`config.mk`:
```
export PLATFORM = sky130hd
export DESIGN_NAME = minimig_autoconfig_mapper
export DESIGN_NICKNAME = d
export VERILOG_FILES = /design/src/rtl/minimig_autoconfig_mapper.sv
export SDC_FILE = /design/constraint.sdc
export NUM_CORES = 1
export LEC_CHECK = 0
export CELL_PAD_IN_SITES_DETAIL_PLACEMENT = 2
export CELL_PAD_IN_SITES_GLOBAL_PLACEMENT = 2
export CORE_UTILIZATION = 26
export CTS_CLUSTER_SIZE = 10
export DETAILED_ROUTE_END_ITERATION = 10
export GPL_ROUTABILITY_DRIVEN = 1
export PLACE_DENSITY_LB_ADDON = 0.25
export SLEW_MARGIN = 20
export SYNTH_ARGS = -nofsm -noshare
export SYNTH_HDL_FRONTEND = slang
export SYNTH_SLANG_ARGS = --single-unit
```
`constraint.sdc`:
```
create_clock -name clk -period 5.8 [get_ports clk]
set_clock_uncertainty 0.15 [all_clocks]
set_input_delay 1.16 -clock clk [delete_from_list [all_inputs] [get_ports clk]]
set_output_delay 1.16 -clock clk [all_outputs]
set_load 0.005 [all_outputs]
```
`src/rtl/minimig_autoconfig_mapper.sv`:
```
// minimig_autoconfig_mapper: walks the autoconfig chain across the expansion slots, latches each
// slot's base address or shut-up state, and produces a registered per-slot address-hit decode.
module minimig_autoconfig_mapper #(
  parameter int NBOARDS = 4
) (
  input  logic                   clk,
  input  logic                   reset,
  input  logic                   clk7_en,
  input  logic                   sel,
  input  logic [7:0]             address_in,
  input  logic [15:0]            data_in,
  input  logic                   hwr,
  input  logic                   lwr,
  input  logic [NBOARDS-1:0]     board_present,
  input  logic [NBOARDS-1:0]     board_z3,
  input  logic [16*NBOARDS-1:0]  board_mask,
  input  logic [15:0]            cpu_addr,
  output logic [2:0]             cur_board,
  output logic                   autoconfig_done,
  output logic [NBOARDS-1:0]     board_configured,
  output logic [NBOARDS-1:0]     board_shutup,
  output logic [16*NBOARDS-1:0]  board_base,
  output logic [NBOARDS-1:0]     hit
);
  typedef enum logic [1:0] {SCAN, WAIT, DONE} state_t;
  state_t state_q, state_d;
  logic [2:0] cur_board_q, cur_board_d;
  logic done_q, done_d, z3_q, z3_d;
  logic [NBOARDS-1:0] configured_q, configured_d, shutup_q, shutup_d, hit_q, hit_d;
  logic [16*NBOARDS-1:0] base_q, base_d;
  logic [NBOARDS-1:0] present_sh, z3_sh;
  logic wr, zii_cfg, ziii_cfg, shut;
  assign present_sh = board_present >> cur_board_q;
  assign z3_sh = board_z3 >> cur_board_q;
  always_comb begin
    wr = clk7_en & sel & (hwr | lwr);
    zii_cfg = wr & ~z3_q & (address_in == 8'h24) & hwr;
    ziii_cfg = wr & z3_q & (address_in == 8'h22) & hwr & lwr;
    shut = wr & (address_in == 8'h26);
    state_d = state_q;
    cur_board_d = cur_board_q;
    done_d = done_q;
    z3_d = z3_q;
    configured_d = configured_q;
    shutup_d = shutup_q;
    base_d = base_q;
    if (state_q == SCAN) begin
      if (32'(cur_board_q) >= NBOARDS) begin
        cur_board_d = 3'b111;
        done_d = 1'b1;
        state_d = DONE;
      end else if (present_sh[0]) begin
        z3_d = z3_sh[0];
        state_d = WAIT;
      end else cur_board_d = cur_board_q + 3'd1;
    end else if (state_q == WAIT && (zii_cfg || ziii_cfg || shut)) begin
      for (int i = 0; i < NBOARDS; i++)
        if (cur_board_q == 3'(i)) begin
          if (shut) shutup_d[i] = 1'b1;
          else begin
            configured_d[i] = 1'b1;
            base_d[16*i +: 16] = ziii_cfg ? data_in : {8'h00, data_in[15:8]};
          end
        end
      cur_board_d = cur_board_q + 3'd1;
      state_d = SCAN;
    end
    for (int i = 0; i < NBOARDS; i++)
      hit_d[i] = configured_q[i] & (((cpu_addr ^ base_q[16*i +: 16]) & board_mask[16*i +: 16]) == 16'h0);
  end
  always_ff @(posedge clk) begin
    if (reset) begin
      state_q <= SCAN;
      cur_board_q <= 3'd0;
      done_q <= 1'b0;
      z3_q <= 1'b0;
      configured_q <= '0;
      shutup_q <= '0;
      base_q <= '0;
      hit_q <= '0;
    end else begin
      state_q <= state_d;
      cur_board_q <= cur_board_d;
      done_q <= done_d;
      z3_q <= z3_d;
      configured_q <= configured_d;
      shutup_q <= shutup_d;
      base_q <= base_d;
      hit_q <= hit_d;
    end
  end
  assign cur_board = cur_board_q;
  assign autoconfig_done = done_q;
  assign board_configured = configured_q;
  assign board_shutup = shutup_q;
  assign board_base = base_q;
  assign hit = hit_q;
endmodule

```
# ---- Word level (Yosys, flattened, before mapping)
# Cells that the tools add are included.
dict set report classes {
  order_cmp 1
  n_shift 2
  bitwise 27
  eq_ne 9
  muxes 9
  add_sub_neg 1
  reduce_logical 22
}
# cell count
set op_table {}
lappend op_table {{bitwise AND 16 bit} 4}
lappend op_table {{zero test 16 bit} 4}
lappend op_table {{bitwise XOR 16 bit} 4}
lappend op_table {{AND reduction 4 bit} 8}
lappend op_table {{equality test 8 x 6 -> 1 bit (second input constant)} 3}
lappend op_table {{2-to-1 mux 16 bit} 1}
lappend op_table {{bitwise AND 1 bit} 14}
lappend op_table {{2-to-1 mux 3 bit} 4}
lappend op_table {{2-to-1 mux 2 bit} 4}
lappend op_table {{right shift 4 x 3 -> 1 bit} 2}
lappend op_table {{equality test 3 x 2 -> 1 bit (second input constant)} 2}
lappend op_table {{inequality test 3 x 2 -> 1 bit (second input constant)} 2}
lappend op_table {{AND reduction 2 bit} 3}
lappend op_table {{inverter 1 bit} 4}
lappend op_table {{adder 3 x 1 -> 3 bit (second input constant)} 1}
lappend op_table {{equality test 3 x 1 -> 1 bit (second input constant)} 1}
lappend op_table {{greater-or-equal comparator 3 bit (second input constant)} 1}
lappend op_table {{zero test 3 bit} 1}
lappend op_table {{AND reduction 3 bit} 1}
lappend op_table {{equality test 2 x 1 -> 1 bit (second input constant)} 1}
lappend op_table {{zero test 2 bit} 1}
lappend op_table {{logical OR 1 bit} 2}
lappend op_table {{nonzero test 2 bit} 1}
lappend op_table {{logical AND 1 bit} 1}
lappend op_table {{OR 1 bit} 1}
dict set report word_totals {
  regBits 83
  elab_cells 88
}

# ---- Depth between registers and ports, before layout
# Gate-level depths: netlist of run 1.
dict set report logic_depth {
  word_depth 11
  mapped_depth 8
  ltp_nobuf 6
}

# ---- Worst setup path before layout of run 1
# No wires, ideal clock.
dict set report synth_path {
  kind {input to register}
  from {input port address_in[0]}
  to {register base_q[19] (netlist: board_base[19])}
  setup_ps 134
  t_required_ps 5516
  path_buffers 2
  arrival_ps 2341
  path_slack_ps 3175
  cell_stages 6
  cell_sequence {nor4b_4 > and4_1 > buf_6 > buf_12 > mux2i_1 > a211oi_1}
}
dict set report synth_between {
  elab_chain_len 8
  word_cells_on_any_way 15
}
# element line_no
set synth_lines {}
lappend synth_lines {{start: declaration} 10} ;# input logic [7:0] address_in,
lappend synth_lines {{equality test 8 x 6 -> 1 bit} 38} ;# ziii_cfg = wr & z3_q & (address_in == 8'h22) & hwr & lwr;
lappend synth_lines {{bitwise AND 1 bit (3 in a row)} 38}
lappend synth_lines {{logical OR 1 bit (2 in a row)} 56} ;# end else if (state_q == WAIT && (zii_cfg || ziii_cfg || shut)) begin
lappend synth_lines {{logical AND 1 bit} 56}
lappend synth_lines {{AND reduction 4 bit (no source line)} --}
lappend synth_lines {{end signal: assignment} 88} ;# base_q <= base_d;
lappend synth_lines {{end: declaration} 30} ;# logic [16*NBOARDS-1:0] base_q, base_d;
# Several ways; a longest one is shown, not always the timed one.
# A chain may end at the register's enable or synchronous reset.

# ---- Final worst setup path of run 1
dict set report layout_path {
  from {input port address_in[1]}
  to {register base_q[16] (netlist: board_base[16])}
}
# The elaborated chain is that of the path after synthesis.

==> results of run 1 <==
## where the power goes
part	internal (W)	switching (W)	leakage [nW]	total, W
registers	0.000592	0.0000544	0.669	0.000647
clock network	0.000379	0.000238	0.155	0.000617
logic	0.000189	0.000196	1.61	0.000385
total	0.00116	0.000488	2.43	0.00165
## registers in the layout, indices dropped and copies added, names as in the netlist
signal	flops
autoconfig_done	1
board_base	64
board_configured	4
board_shutup	4
cur_board	3
hit	4
state_q	2
z3_q	1
## worst register-to-register path, delay by kind of cell (launching register included)
family	cells	cell delay, ns
simple gates	2	1.25
mux	1	0.60
compound gates	1	0.18
flops	1	0.41
## through the flow
stage / utilization (%) / hold slack, ns / setup slack, ns
5_1_grt: 41.0 / 0.374 / 1.93
3_3_place_gp: 39.1 / 0.321 / 1.85
6_report: 41.0 / 0.331 / 2.07
4_1_cts: 41.0 / 0.333 / 2.10
2_1_floorplan: - / 0.311 / 3.18
3_5_place_dp: 39.1 / 0.324 / 1.74
## cells by family (layout without fill, tap and decap cells)
logic type | count (synthesis) | after routing
AOI/OAI and AO/OA | 192 | 192
and+or+nand+nor | 90 | 90
buffers and inverters | 43 | 221
xor gates and xnor gates | 64 | 64
muxes | 13 | 13
DFF | 83 | 83
adders and majority gates | 5 | 5
## metal layers
| metal | GRT usage [%] | wire (µm) | share of wire, % | up-vias |
|---|---|---|---|---|
| li1 | - | - | - | 2230 |
| met1 | 30.8 | 9420 | 44 | 2432 |
| met2 | 41.8 | 10500 | 49 | 170 |
| met3 | 3.88 | 1200 | 5.6 | 23 |
| met4 | 8.59 | 471 | 2.2 | 0 |
| met5 | 0 | 0 | 0 | - |
## cell usage after synthesis (2+ instances only)
library cell                 n
sky130_fd_sc_hd__a2111oi_0   2
sky130_fd_sc_hd__nor2_1     12
sky130_fd_sc_hd__and3_1      3
sky130_fd_sc_hd__and4_1      3
sky130_fd_sc_hd__nand2b_1    4
sky130_fd_sc_hd__nor4_1      3
sky130_fd_sc_hd__buf_6       3
sky130_fd_sc_hd__o211a_1     2
sky130_fd_sc_hd__nand2_1     3
sky130_fd_sc_hd__a41oi_1     3
sky130_fd_sc_hd__nand3_1     5
sky130_fd_sc_hd__xor2_1     64
sky130_fd_sc_hd__nand4_1    37
sky130_fd_sc_hd__mux2i_1    10
sky130_fd_sc_hd__and2_1      2
sky130_fd_sc_hd__a22oi_1    16
sky130_fd_sc_hd__o2111ai_1   4
sky130_fd_sc_hd__mux4_2      2
sky130_fd_sc_hd__ha_1        5
sky130_fd_sc_hd__a31oi_1     3
sky130_fd_sc_hd__a22o_1      4
sky130_fd_sc_hd__o21ai_0    33
sky130_fd_sc_hd__o2111a_1    4
sky130_fd_sc_hd__buf_2       7
sky130_fd_sc_hd__inv_1       5
sky130_fd_sc_hd__a21oi_1    73
sky130_fd_sc_hd__buf_4      10
sky130_fd_sc_hd__a221oi_1    5
sky130_fd_sc_hd__nor2_2      3
sky130_fd_sc_hd__o211ai_1    2
sky130_fd_sc_hd__a222oi_1    4
sky130_fd_sc_hd__nor3_1      5
sky130_fd_sc_hd__a211oi_1   34
sky130_fd_sc_hd__clkbuf_1   16
sky130_fd_sc_hd__dfxtp_1    83
## final cells by class
type / instances / area [µm²] / area share (%)
multi-input cells: 364 / 2590 / 37.8
flip-flops and latches: 83 / 1660 / 24.2
well taps: 220 / 275 / 4.02
clock buffers: 14 / 284 / 4.14
repair buffers: 201 / 2000 / 29.1
inverters: 5 / 18.8 / 0.274
clock inverters: 1 / 30.0 / 0.438
## worst min path at each step
stage                   startpoint         endpoint  slack (ns)
2_1_floorplan      autoconfig_done  autoconfig_done        0.31
3_3_place_gp       autoconfig_done  autoconfig_done        0.32
3_5_place_dp   board_configured[3]           hit[3]        0.32
4_1_cts        board_configured[3]           hit[3]        0.33
5_1_grt        board_configured[3]           hit[3]        0.37
6_report       board_configured[3]           hit[3]        0.33
==> report_table.html, run 1 <==
<table>
<tr><th>Metric</th><th>Value</th></tr>
<tr><th colspan="2">GRT</th></tr>
<tr><td>Number of antenna violations at the first check in global routing</td><td>0</td></tr>
<tr><td>Largest net degree at the start of global routing</td><td>85</td></tr>
<tr><td>Overflow left after global routing</td><td>0</td></tr>
<tr><td>Via count of the first global-routing pass</td><td>5190</td></tr>
<tr><td>Overall global routing resource usage</td><td>24.4%</td></tr>
<tr><td>Wire length of the first global-routing pass</td><td>32100 µm</td></tr>
<tr><th colspan="2">Placed design</th></tr>
<tr><td>Post-Place Cells</td><td>873</td></tr>
<tr><td># port buffers</td><td>197</td></tr>
<tr><td>Total cell area at the placement stage</td><td>6530 µm²</td></tr>
<tr><td>Global placement routability congestion</td><td>0.826</td></tr>
<tr><td>Half-perimeter wire length of the detailed placement result</td><td>16700 µm</td></tr>
<tr><th colspan="2">Worst setup path</th></tr>
<tr><td>Critical path's largest stage delay</td><td>0.82 ns</td></tr>
<tr><td>FF-to-FF setup slack</td><td>3.05 ns</td></tr>
<tr><td>Worst reg2reg path endpoint</td><td>board_base[16]</td></tr>
<tr><td>Depth of the critical timing path with buffers and inverters included</td><td>5</td></tr>
<tr><td>CP Class</td><td>primary input to flip-flop</td></tr>
<tr><td>Element type at the critical path start</td><td>primary input</td></tr>
<tr><td>Max stage delay cell, worst path</td><td>sky130_fd_sc_hd__and4_1</td></tr>
<tr><td>Critical path buffers and inverters</td><td>1</td></tr>
<tr><td>Crit path arrival time</td><td>3.76 ns</td></tr>
<tr><td>End of the critical path</td><td>board_base[16]</td></tr>
<tr><td>CP startpoint</td><td>address_in[1]</td></tr>
<tr><td>Start of the worst register-to-register path</td><td>z3_q</td></tr>
<tr><td>Crit-path cells</td><td>clkdlybuf4s50_1 -&gt; and4b_1 -&gt; and4_1 -&gt; mux2i_1 -&gt; a211oi_1</td></tr>
<tr><td>Kind of end point of the critical path</td><td>flip-flop</td></tr>
<tr><td>Peak fanout along the critical path</td><td>19</td></tr>
<tr><td>Required time of the worst setup path</td><td>5.83 ns</td></tr>
<tr><td>Path depth of the worst reg2reg path</td><td>4</td></tr>
<tr><td>Cell type group with the largest total delay on the critical path</td><td>simple AND/OR/NAND/NOR gates</td></tr>
<tr><th colspan="2">Synthesis</th></tr>
<tr><td>Proportion of synthesized chip area in sequential cells</td><td>37.0%</td></tr>
<tr><td>Compound-gate portion of the synthesized area</td><td>27.3%</td></tr>
<tr><td>Synthesized instance count</td><td>490</td></tr>
<tr><td>Portion of netlist area occupied by mux cells</td><td>3.48%</td></tr>
<tr><td>Combinational family with the most area after synthesis</td><td>compound AO/OA/AOI/OAI gates</td></tr>
<tr><td>Post-Synth Adder-Cell Area</td><td>1.39%</td></tr>
<tr><td>Number of synthesized register bits</td><td>83</td></tr>
<tr><td>Cell type with the highest aggregate area in the netlist</td><td>sky130_fd_sc_hd__dfxtp_1</td></tr>
<tr><td>Post-synthesis xor/xnor area fraction</td><td>12.5%</td></tr>
<tr><td>Area of the mapped netlist</td><td>4490 µm²</td></tr>
<tr><td>Synthesized area per cell</td><td>9.16 µm²</td></tr>
<tr><td>Post-synth top area share</td><td>37.0%</td></tr>
<tr><td>Yosys warnings</td><td>0</td></tr>
<tr><td>Number of enable-type register cells in the synthesized netlist</td><td>0</td></tr>
<tr><td>Count of different cell masters after synthesis</td><td>51</td></tr>
<tr><td>Proportion of register bits with asynchronous set or reset after synthesis</td><td>0%</td></tr>
<tr><td>Number of nets in the synthesized netlist</td><td>613</td></tr>
<tr><td>Post-synthesis simple-gate area fraction</td><td>12.8%</td></tr>
<tr><td>Synth area leaders</td><td>sky130_fd_sc_hd__dfxtp_1 (37%), sky130_fd_sc_hd__xor2_1 (12%), sky130_fd_sc_hd__a21oi_1 (8.1%)</td></tr>
<tr><td>Flip-flop cell with the highest count after synthesis</td><td>sky130_fd_sc_hd__dfxtp_1</td></tr>
<tr><th colspan="2">STA</th></tr>
<tr><td>Final sum of negative setup slack</td><td>0 ns</td></tr>
<tr><td>Ratio of final minimum period to clock period</td><td>64.3%</td></tr>
<tr><td>Unrepaired setup endpoints after global routing</td><td>false</td></tr>
<tr><td>Maximum clock frequency</td><td>0.268 GHz</td></tr>
<tr><td>Final number of hold-violating endpoints</td><td>0</td></tr>
<tr><td>Rel. slew slack</td><td>26.0%</td></tr>
<tr><td>Period minus WS final</td><td>3.73 ns</td></tr>
<tr><td>Transition time at the pin with the least slew margin</td><td>1.11 ns</td></tr>
<tr><td>Slew Viols, Final</td><td>0</td></tr>
<tr><td>Final setup viols</td><td>0</td></tr>
<tr><th colspan="2">Drt</th></tr>
<tr><td>DRC violation count after routing</td><td>0</td></tr>
<tr><td>Number of optimization iterations in the first detailed-route pass</td><td>4</td></tr>
<tr><td>Mean number of vias per cell</td><td>5.47</td></tr>
<tr><td>Post-Route WL</td><td>21600 µm</td></tr>
<tr><td>Wirelength per Cell</td><td>24.3 µm</td></tr>
<tr><td>Remaining antenna violation count after routing</td><td>0</td></tr>
<tr><td>Vias after detailed routing</td><td>4855</td></tr>
<tr><td>Number of DRC violations after detailed-routing iteration 0</td><td>253</td></tr>
<tr><th colspan="2">Clocking</th></tr>
<tr><td>Post-cts gate resize count</td><td>0</td></tr>
<tr><td>Total CTS buffers</td><td>9</td></tr>
<tr><td>Number of sinks handled by clock tree synthesis</td><td>83</td></tr>
<tr><td>Clock-pin transition on the worst setup and hold timing paths</td><td>0.06 ns</td></tr>
<tr><td>H-tree levels</td><td>3</td></tr>
<tr><td>Clock Latency Late Sink</td><td>0.35 ns</td></tr>
<tr><td>CTS Root Cell</td><td>sky130_fd_sc_hd__clkbuf_16</td></tr>
<tr><td>CTS hold repair buffers</td><td>0</td></tr>
<tr><td>Number of buffers on the longest clock path</td><td>2</td></tr>
<tr><td>Post-CTS Setup Inserts</td><td>0</td></tr>
<tr><td>Clock tree from TritonCTS</td><td>yes</td></tr>
<tr><th colspan="2">Power</th></tr>
<tr><td>Static leakage</td><td>2.43 nW</td></tr>
<tr><td>Largest voltage drop on the vdd net</td><td>151 µV</td></tr>
<tr><td>Pwr per Cell Area</td><td>240 nW/µm²</td></tr>
<tr><td>Final total power</td><td>0.00165 W</td></tr>
<tr><th colspan="2">Final layout</th></tr>
<tr><td>Share of cells above drive strength 1</td><td>4.79%</td></tr>
<tr><td>Number of fillers in the final layout</td><td>1817</td></tr>
<tr><td>Number of inserted diodes</td><td>0</td></tr>
<tr><td>Area delta synth-&gt;final</td><td>52.7%</td></tr>
<tr><td>Final instance count without filler cells</td><td>888</td></tr>
<tr><td>Most common cell after layout, fill and taps aside</td><td>sky130_fd_sc_hd__clkdlybuf4s50_1</td></tr>
<tr><td>NumNets Final</td><td>787</td></tr>
<tr><td>Commonest cells after routing, fill and taps aside</td><td>sky130_fd_sc_hd__clkdlybuf4s50_1 (196), sky130_fd_sc_hd__dfxtp_1 (83), sky130_fd_sc_hd__a21oi_1 (73), sky130_fd_sc_hd__xor2_1 (64), sky130_fd_sc_hd__nand4_1 (37)</td></tr>
<tr><td>Final design area excluding fillers</td><td>6850 µm²</td></tr>
<tr><th colspan="2">Worst hold path</th></tr>
<tr><td>Worst hold path cell count</td><td>2</td></tr>
<tr><td>Worst min path class</td><td>flip-flop to flip-flop</td></tr>
<tr><th colspan="2">Die</th></tr>
<tr><td>Number of top-level pins</td><td>198</td></tr>
<tr><td>Width of the die</td><td>133 µm</td></tr>
<tr><td>Initial standard-cell utilization of the core</td><td>26.9%</td></tr>
<tr><td>Total Die Area</td><td>17800 µm²</td></tr>
<tr><td>Core Rows</td><td>47</td></tr>
<tr><td>Chip height</td><td>133 µm</td></tr>
<tr><td>Area inside the core boundary</td><td>16700 µm²</td></tr>
<tr><th colspan="2">Run</th></tr>
<tr><td>Max Cap Violations</td><td>0</td></tr>
<tr><th colspan="2">Outcome</th></tr>
<tr><td>Run status</td><td>completed</td></tr>
</table>
No activity file was read; power rests on OpenSTA's default activity.
==> run 2: changes to the inputs <==
Settings changed: CORE_UTILIZATION 26 to 22.
Clock period 5.8 ns to 3.4 ns, I/O delays scaled along.
==> run 2 against run 1 <==
Clock power up 59%. First-iteration DRC count down 11%. Power up 67%. Cell area up 1.4%. Sequential cell count unchanged. Routed wire length up 2.5%. Clock-buffer cell count down 3. Utilization down 5.8 points. Non-clock buffer count up 10. Critical path depth up 1. Cell count up 6.1%. Critical endpoint is now board_base[21]. Highest routed layer unchanged.
==> report_table.html, run 2 (same netlist as run 1, synthesis figures left out) <==
<table>
<tr><th>Metric</th><th>Value</th></tr>
<tr><th colspan="2">Drt</th></tr>
<tr><td>Mean number of vias per cell</td><td>5.10 (was 5.47)</td></tr>
<tr><td>Post-Route WL</td><td>22200 µm (was 21600 µm)</td></tr>
<tr><td>Number of DRC violations after detailed-routing iteration 0</td><td>226 (was 253)</td></tr>
<tr><td>Wirelength per Cell</td><td>23.5 µm (was 24.3 µm)</td></tr>
<tr><td>DRC violation count after routing</td><td>0 (unchanged)</td></tr>
<tr><td>Vias after detailed routing</td><td>4808 (was 4855)</td></tr>
<tr><td>Remaining antenna violation count after routing</td><td>0 (unchanged)</td></tr>
<tr><td>Number of optimization iterations in the first detailed-route pass</td><td>4 (unchanged)</td></tr>
<tr><th colspan="2">Worst setup path</th></tr>
<tr><td>Required time of the worst setup path</td><td>3.46 ns (was 5.83 ns)</td></tr>
<tr><td>End of the critical path</td><td>board_base[21] (was board_base[16])</td></tr>
<tr><td>CP startpoint</td><td>address_in[1] (unchanged)</td></tr>
<tr><td>Max stage delay cell, worst path</td><td>sky130_fd_sc_hd__clkdlybuf4s50_1 (was sky130_fd_sc_hd__and4_1)</td></tr>
<tr><td>Worst reg2reg path endpoint</td><td>board_base[52] (was board_base[16])</td></tr>
<tr><td>Kind of end point of the critical path</td><td>flip-flop (unchanged)</td></tr>
<tr><td>Cell type group with the largest total delay on the critical path</td><td>buffers and inverters (was simple AND/OR/NAND/NOR gates)</td></tr>
<tr><td>Crit path arrival time</td><td>2.87 ns (was 3.76 ns)</td></tr>
<tr><td>Critical path buffers and inverters</td><td>2 (was 1)</td></tr>
<tr><td>Depth of the critical timing path with buffers and inverters included</td><td>6 (was 5)</td></tr>
<tr><td>Path depth of the worst reg2reg path</td><td>6 (was 4)</td></tr>
<tr><td>Peak fanout along the critical path</td><td>18 (was 19)</td></tr>
<tr><td>Start of the worst register-to-register path</td><td>cur_board[1] (was z3_q)</td></tr>
<tr><td>Crit-path cells</td><td>clkdlybuf4s50_1 -&gt; and4b_1 -&gt; and4_1 -&gt; buf_4 -&gt; mux2i_1 -&gt; a211oi_1 (was clkdlybuf4s50_1 -&gt; and4b_1 -&gt; and4_1 -&gt; mux2i_1 -&gt; a211oi_1)</td></tr>
<tr><td>CP Class</td><td>primary input to flip-flop (unchanged)</td></tr>
<tr><td>Critical path's largest stage delay</td><td>0.56 ns (was 0.82 ns)</td></tr>
<tr><td>Element type at the critical path start</td><td>primary input (unchanged)</td></tr>
<tr><td>FF-to-FF setup slack</td><td>0.75 ns (was 3.05 ns)</td></tr>
<tr><th colspan="2">Clocking</th></tr>
<tr><td>H-tree levels</td><td>3 (unchanged)</td></tr>
<tr><td>Clock-pin transition on the worst setup and hold timing paths</td><td>0.06 ns (about the same)</td></tr>
<tr><td>Number of sinks handled by clock tree synthesis</td><td>83 (unchanged)</td></tr>
<tr><td>Post-CTS Setup Inserts</td><td>0 (unchanged)</td></tr>
<tr><td>CTS hold repair buffers</td><td>0 (unchanged)</td></tr>
<tr><td>Number of buffers on the longest clock path</td><td>2 (unchanged)</td></tr>
<tr><td>Post-cts gate resize count</td><td>0 (unchanged)</td></tr>
<tr><td>Clock tree from TritonCTS</td><td>yes (unchanged)</td></tr>
<tr><td>Clock Latency Late Sink</td><td>0.35 ns (about the same)</td></tr>
<tr><td>Total CTS buffers</td><td>9 (unchanged)</td></tr>
<tr><td>CTS Root Cell</td><td>sky130_fd_sc_hd__clkbuf_16 (unchanged)</td></tr>
<tr><th colspan="2">Die</th></tr>
<tr><td>Width of the die</td><td>145 µm (was 133 µm)</td></tr>
<tr><td>Core Rows</td><td>51 (was 47)</td></tr>
<tr><td>Area inside the core boundary</td><td>19700 µm² (was 16700 µm²)</td></tr>
<tr><td>Chip height</td><td>145 µm (was 133 µm)</td></tr>
<tr><td>Number of top-level pins</td><td>198 (unchanged)</td></tr>
<tr><td>Total Die Area</td><td>21000 µm² (was 17800 µm²)</td></tr>
<tr><td>Initial standard-cell utilization of the core</td><td>22.8% (was 26.9%)</td></tr>
<tr><th colspan="2">STA</th></tr>
<tr><td>Final setup viols</td><td>0 (unchanged)</td></tr>
<tr><td>Maximum clock frequency</td><td>0.356 GHz</td></tr>
<tr><td>Final Hold Slack</td><td>0.340 ns (was 0.331 ns)</td></tr>
<tr><td>Rel. slew slack</td><td>37.1% (was 26.0%)</td></tr>
<tr><td>Final number of hold-violating endpoints</td><td>0 (unchanged)</td></tr>
<tr><td>Slew Viols, Final</td><td>0 (unchanged)</td></tr>
<tr><td>Final sum of negative setup slack</td><td>0 ns (unchanged)</td></tr>
<tr><td>Minimum setup slack in the final design</td><td>0.591 ns (was 2.07 ns)</td></tr>
<tr><td>Unrepaired setup endpoints after global routing</td><td>false (unchanged)</td></tr>
<tr><td>Ratio of final minimum period to clock period</td><td>82.6%</td></tr>
<tr><td>Transition time at the pin with the least slew margin</td><td>0.939 ns (was 1.11 ns)</td></tr>
<tr><td>Period minus WS final</td><td>2.81 ns</td></tr>
<tr><th colspan="2">Placed design</th></tr>
<tr><td>Half-perimeter wire length of the detailed placement result</td><td>17500 µm (was 16700 µm)</td></tr>
<tr><td>Worst slack, placed</td><td>0.262 ns (was 1.74 ns)</td></tr>
<tr><td>Global placement routability congestion</td><td>0.849 (was 0.826)</td></tr>
<tr><td># port buffers</td><td>197 (unchanged)</td></tr>
<tr><th colspan="2">Outcome</th></tr>
<tr><td>Run status</td><td>completed (unchanged)</td></tr>
<tr><th colspan="2">GRT</th></tr>
<tr><td>Via count of the first global-routing pass</td><td>5280 (was 5190)</td></tr>
<tr><td>Largest net degree at the start of global routing</td><td>37 (was 85)</td></tr>
<tr><td>Number of antenna violations at the first check in global routing</td><td>1 (was 0)</td></tr>
<tr><td>Overflow left after global routing</td><td>0 (unchanged)</td></tr>
<tr><td>Wire length of the first global-routing pass</td><td>32400 µm (was 32100 µm)</td></tr>
<tr><td>Overall global routing resource usage</td><td>21.4% (was 24.4%)</td></tr>
<tr><th colspan="2">Power</th></tr>
<tr><td>Largest voltage drop on the vdd net</td><td>245 µV (was 151 µV)</td></tr>
<tr><td>Clock share of power</td><td>35.6% (was 37.4%)</td></tr>
<tr><td>Net switching fraction of the power</td><td>30.2% (was 29.6%)</td></tr>
<tr><td>Part of the power in combinational logic</td><td>24.2% (was 23.4%)</td></tr>
<tr><td>Internal power contribution</td><td>0.00192 W (was 0.00116 W)</td></tr>
<tr><td>Switching power</td><td>0.000831 W (was 0.000488 W)</td></tr>
<tr><td>Pwr per Cell Area</td><td>396 nW/µm² (was 240 nW/µm²)</td></tr>
<tr><td>Power share of the sequential group</td><td>40.2% (was 39.2%)</td></tr>
<tr><td>Static leakage</td><td>2.47 nW (was 2.43 nW)</td></tr>
<tr><th colspan="2">Final layout</th></tr>
<tr><td>Commonest cells after routing, fill and taps aside</td><td>sky130_fd_sc_hd__clkdlybuf4s50_1 (196), sky130_fd_sc_hd__dfxtp_1 (83), sky130_fd_sc_hd__a21oi_1 (73), sky130_fd_sc_hd__xor2_1 (64), sky130_fd_sc_hd__nand4_1 (37) (unchanged)</td></tr>
<tr><td>Number of fillers in the final layout</td><td>2132 (was 1817)</td></tr>
<tr><td>Area delta synth-&gt;final</td><td>54.8% (was 52.7%)</td></tr>
<tr><td>Number of inserted diodes</td><td>0 (unchanged)</td></tr>
<tr><td>Flip-flop count of the largest register, all copies and words added</td><td>64 (unchanged)</td></tr>
<tr><td>Share of cells above drive strength 1</td><td>5.91% (was 4.79%)</td></tr>
<tr><td>Most common cell after layout, fill and taps aside</td><td>sky130_fd_sc_hd__clkdlybuf4s50_1 (unchanged)</td></tr>
<tr><td>Layout Utilization</td><td>35.2% (was 41.0%)</td></tr>
<tr><td>NumNets Final</td><td>797 (was 787)</td></tr>
<tr><th colspan="2">Run</th></tr>
<tr><td>Max Cap Violations</td><td>0 (unchanged)</td></tr>
<tr><th colspan="2">Worst hold path</th></tr>
<tr><td>Worst min path class</td><td>flip-flop to flip-flop (unchanged)</td></tr>
</table>
-- run 2: cell type report --
| type | count | area [µm²] | share of cell area [%] |
|---|---|---|---|
| clock inverter | 3 | 40.0 | 0.576 |
| clock buffer | 11 | 243 | 3.49 |
| sequential | 83 | 1660 | 23.9 |
| multi-input combinational | 364 | 2580 | 37.2 |
| inverter | 5 | 18.8 | 0.270 |
| timing repair buffer | 211 | 2070 | 29.8 |
| tap | 265 | 332 | 4.77 |
-- run 2: metal layers --
| metal | GRT usage (%) | vias up | wire length [µm] |
|---|---|---|---|
| li1 | - | 2257 | - |
| met4 | 7.59 | 0 | 638 |
| met2 | 37.5 | 148 | 11000 |
| met3 | 5.59 | 23 | 1340 |
| met5 | 0 | - | 0 |
| met1 | 25.0 | 2380 | 9220 |
-- run 2: metrics by stage --
stage	total power, W	area, µm²	instances
finish	0.00275	6950	942
global route	0.00288	6950	942
floorplan	0.00145	4490	490
global placement	0.00176	6670	928
CTS	0.00278	6950	942
detailed placement	0.00179	6670	928
-- run 2: worst min-delay path by stage --
stage | slack, ns | to | from | cells past startpoint
detailed placement | 0.32 | board_shutup[3] | board_shutup[3] | 2
finish | 0.34 | board_shutup[3] | board_shutup[3] | 2
global placement | 0.32 | board_shutup[3] | board_shutup[3] | 2
CTS | 0.34 | board_shutup[3] | board_shutup[3] | 2
global route | 0.38 | autoconfig_done | autoconfig_done | 2
floorplan | 0.31 | autoconfig_done | autoconfig_done | 2
-- run 2: worst min-delay path: cells and delay by family, from the launching register on --
| family | cells | cell delay (ns) |
|---|---|---|
| AOI/OAI and AO/OA | 1 | 0.05 |
| DFF | 1 | 0.34 |
| and+or+nand+nor | 1 | 0.07 |
-- run 2: power by group through the flow --
| stage | Clock [W] | Sequential (W) | Combinational (W) |
|---|---|---|---|
| floorplan | 0 | 0.00107 | 0.000381 |
| global placement | 0 | 0.00112 | 0.000638 |
| detailed placement | 0 | 0.00113 | 0.000665 |
| CTS | 0.00100 | 0.00111 | 0.000669 |
| global route | 0.00104 | 0.00112 | 0.000724 |
| finish | 0.000979 | 0.00111 | 0.000665 |
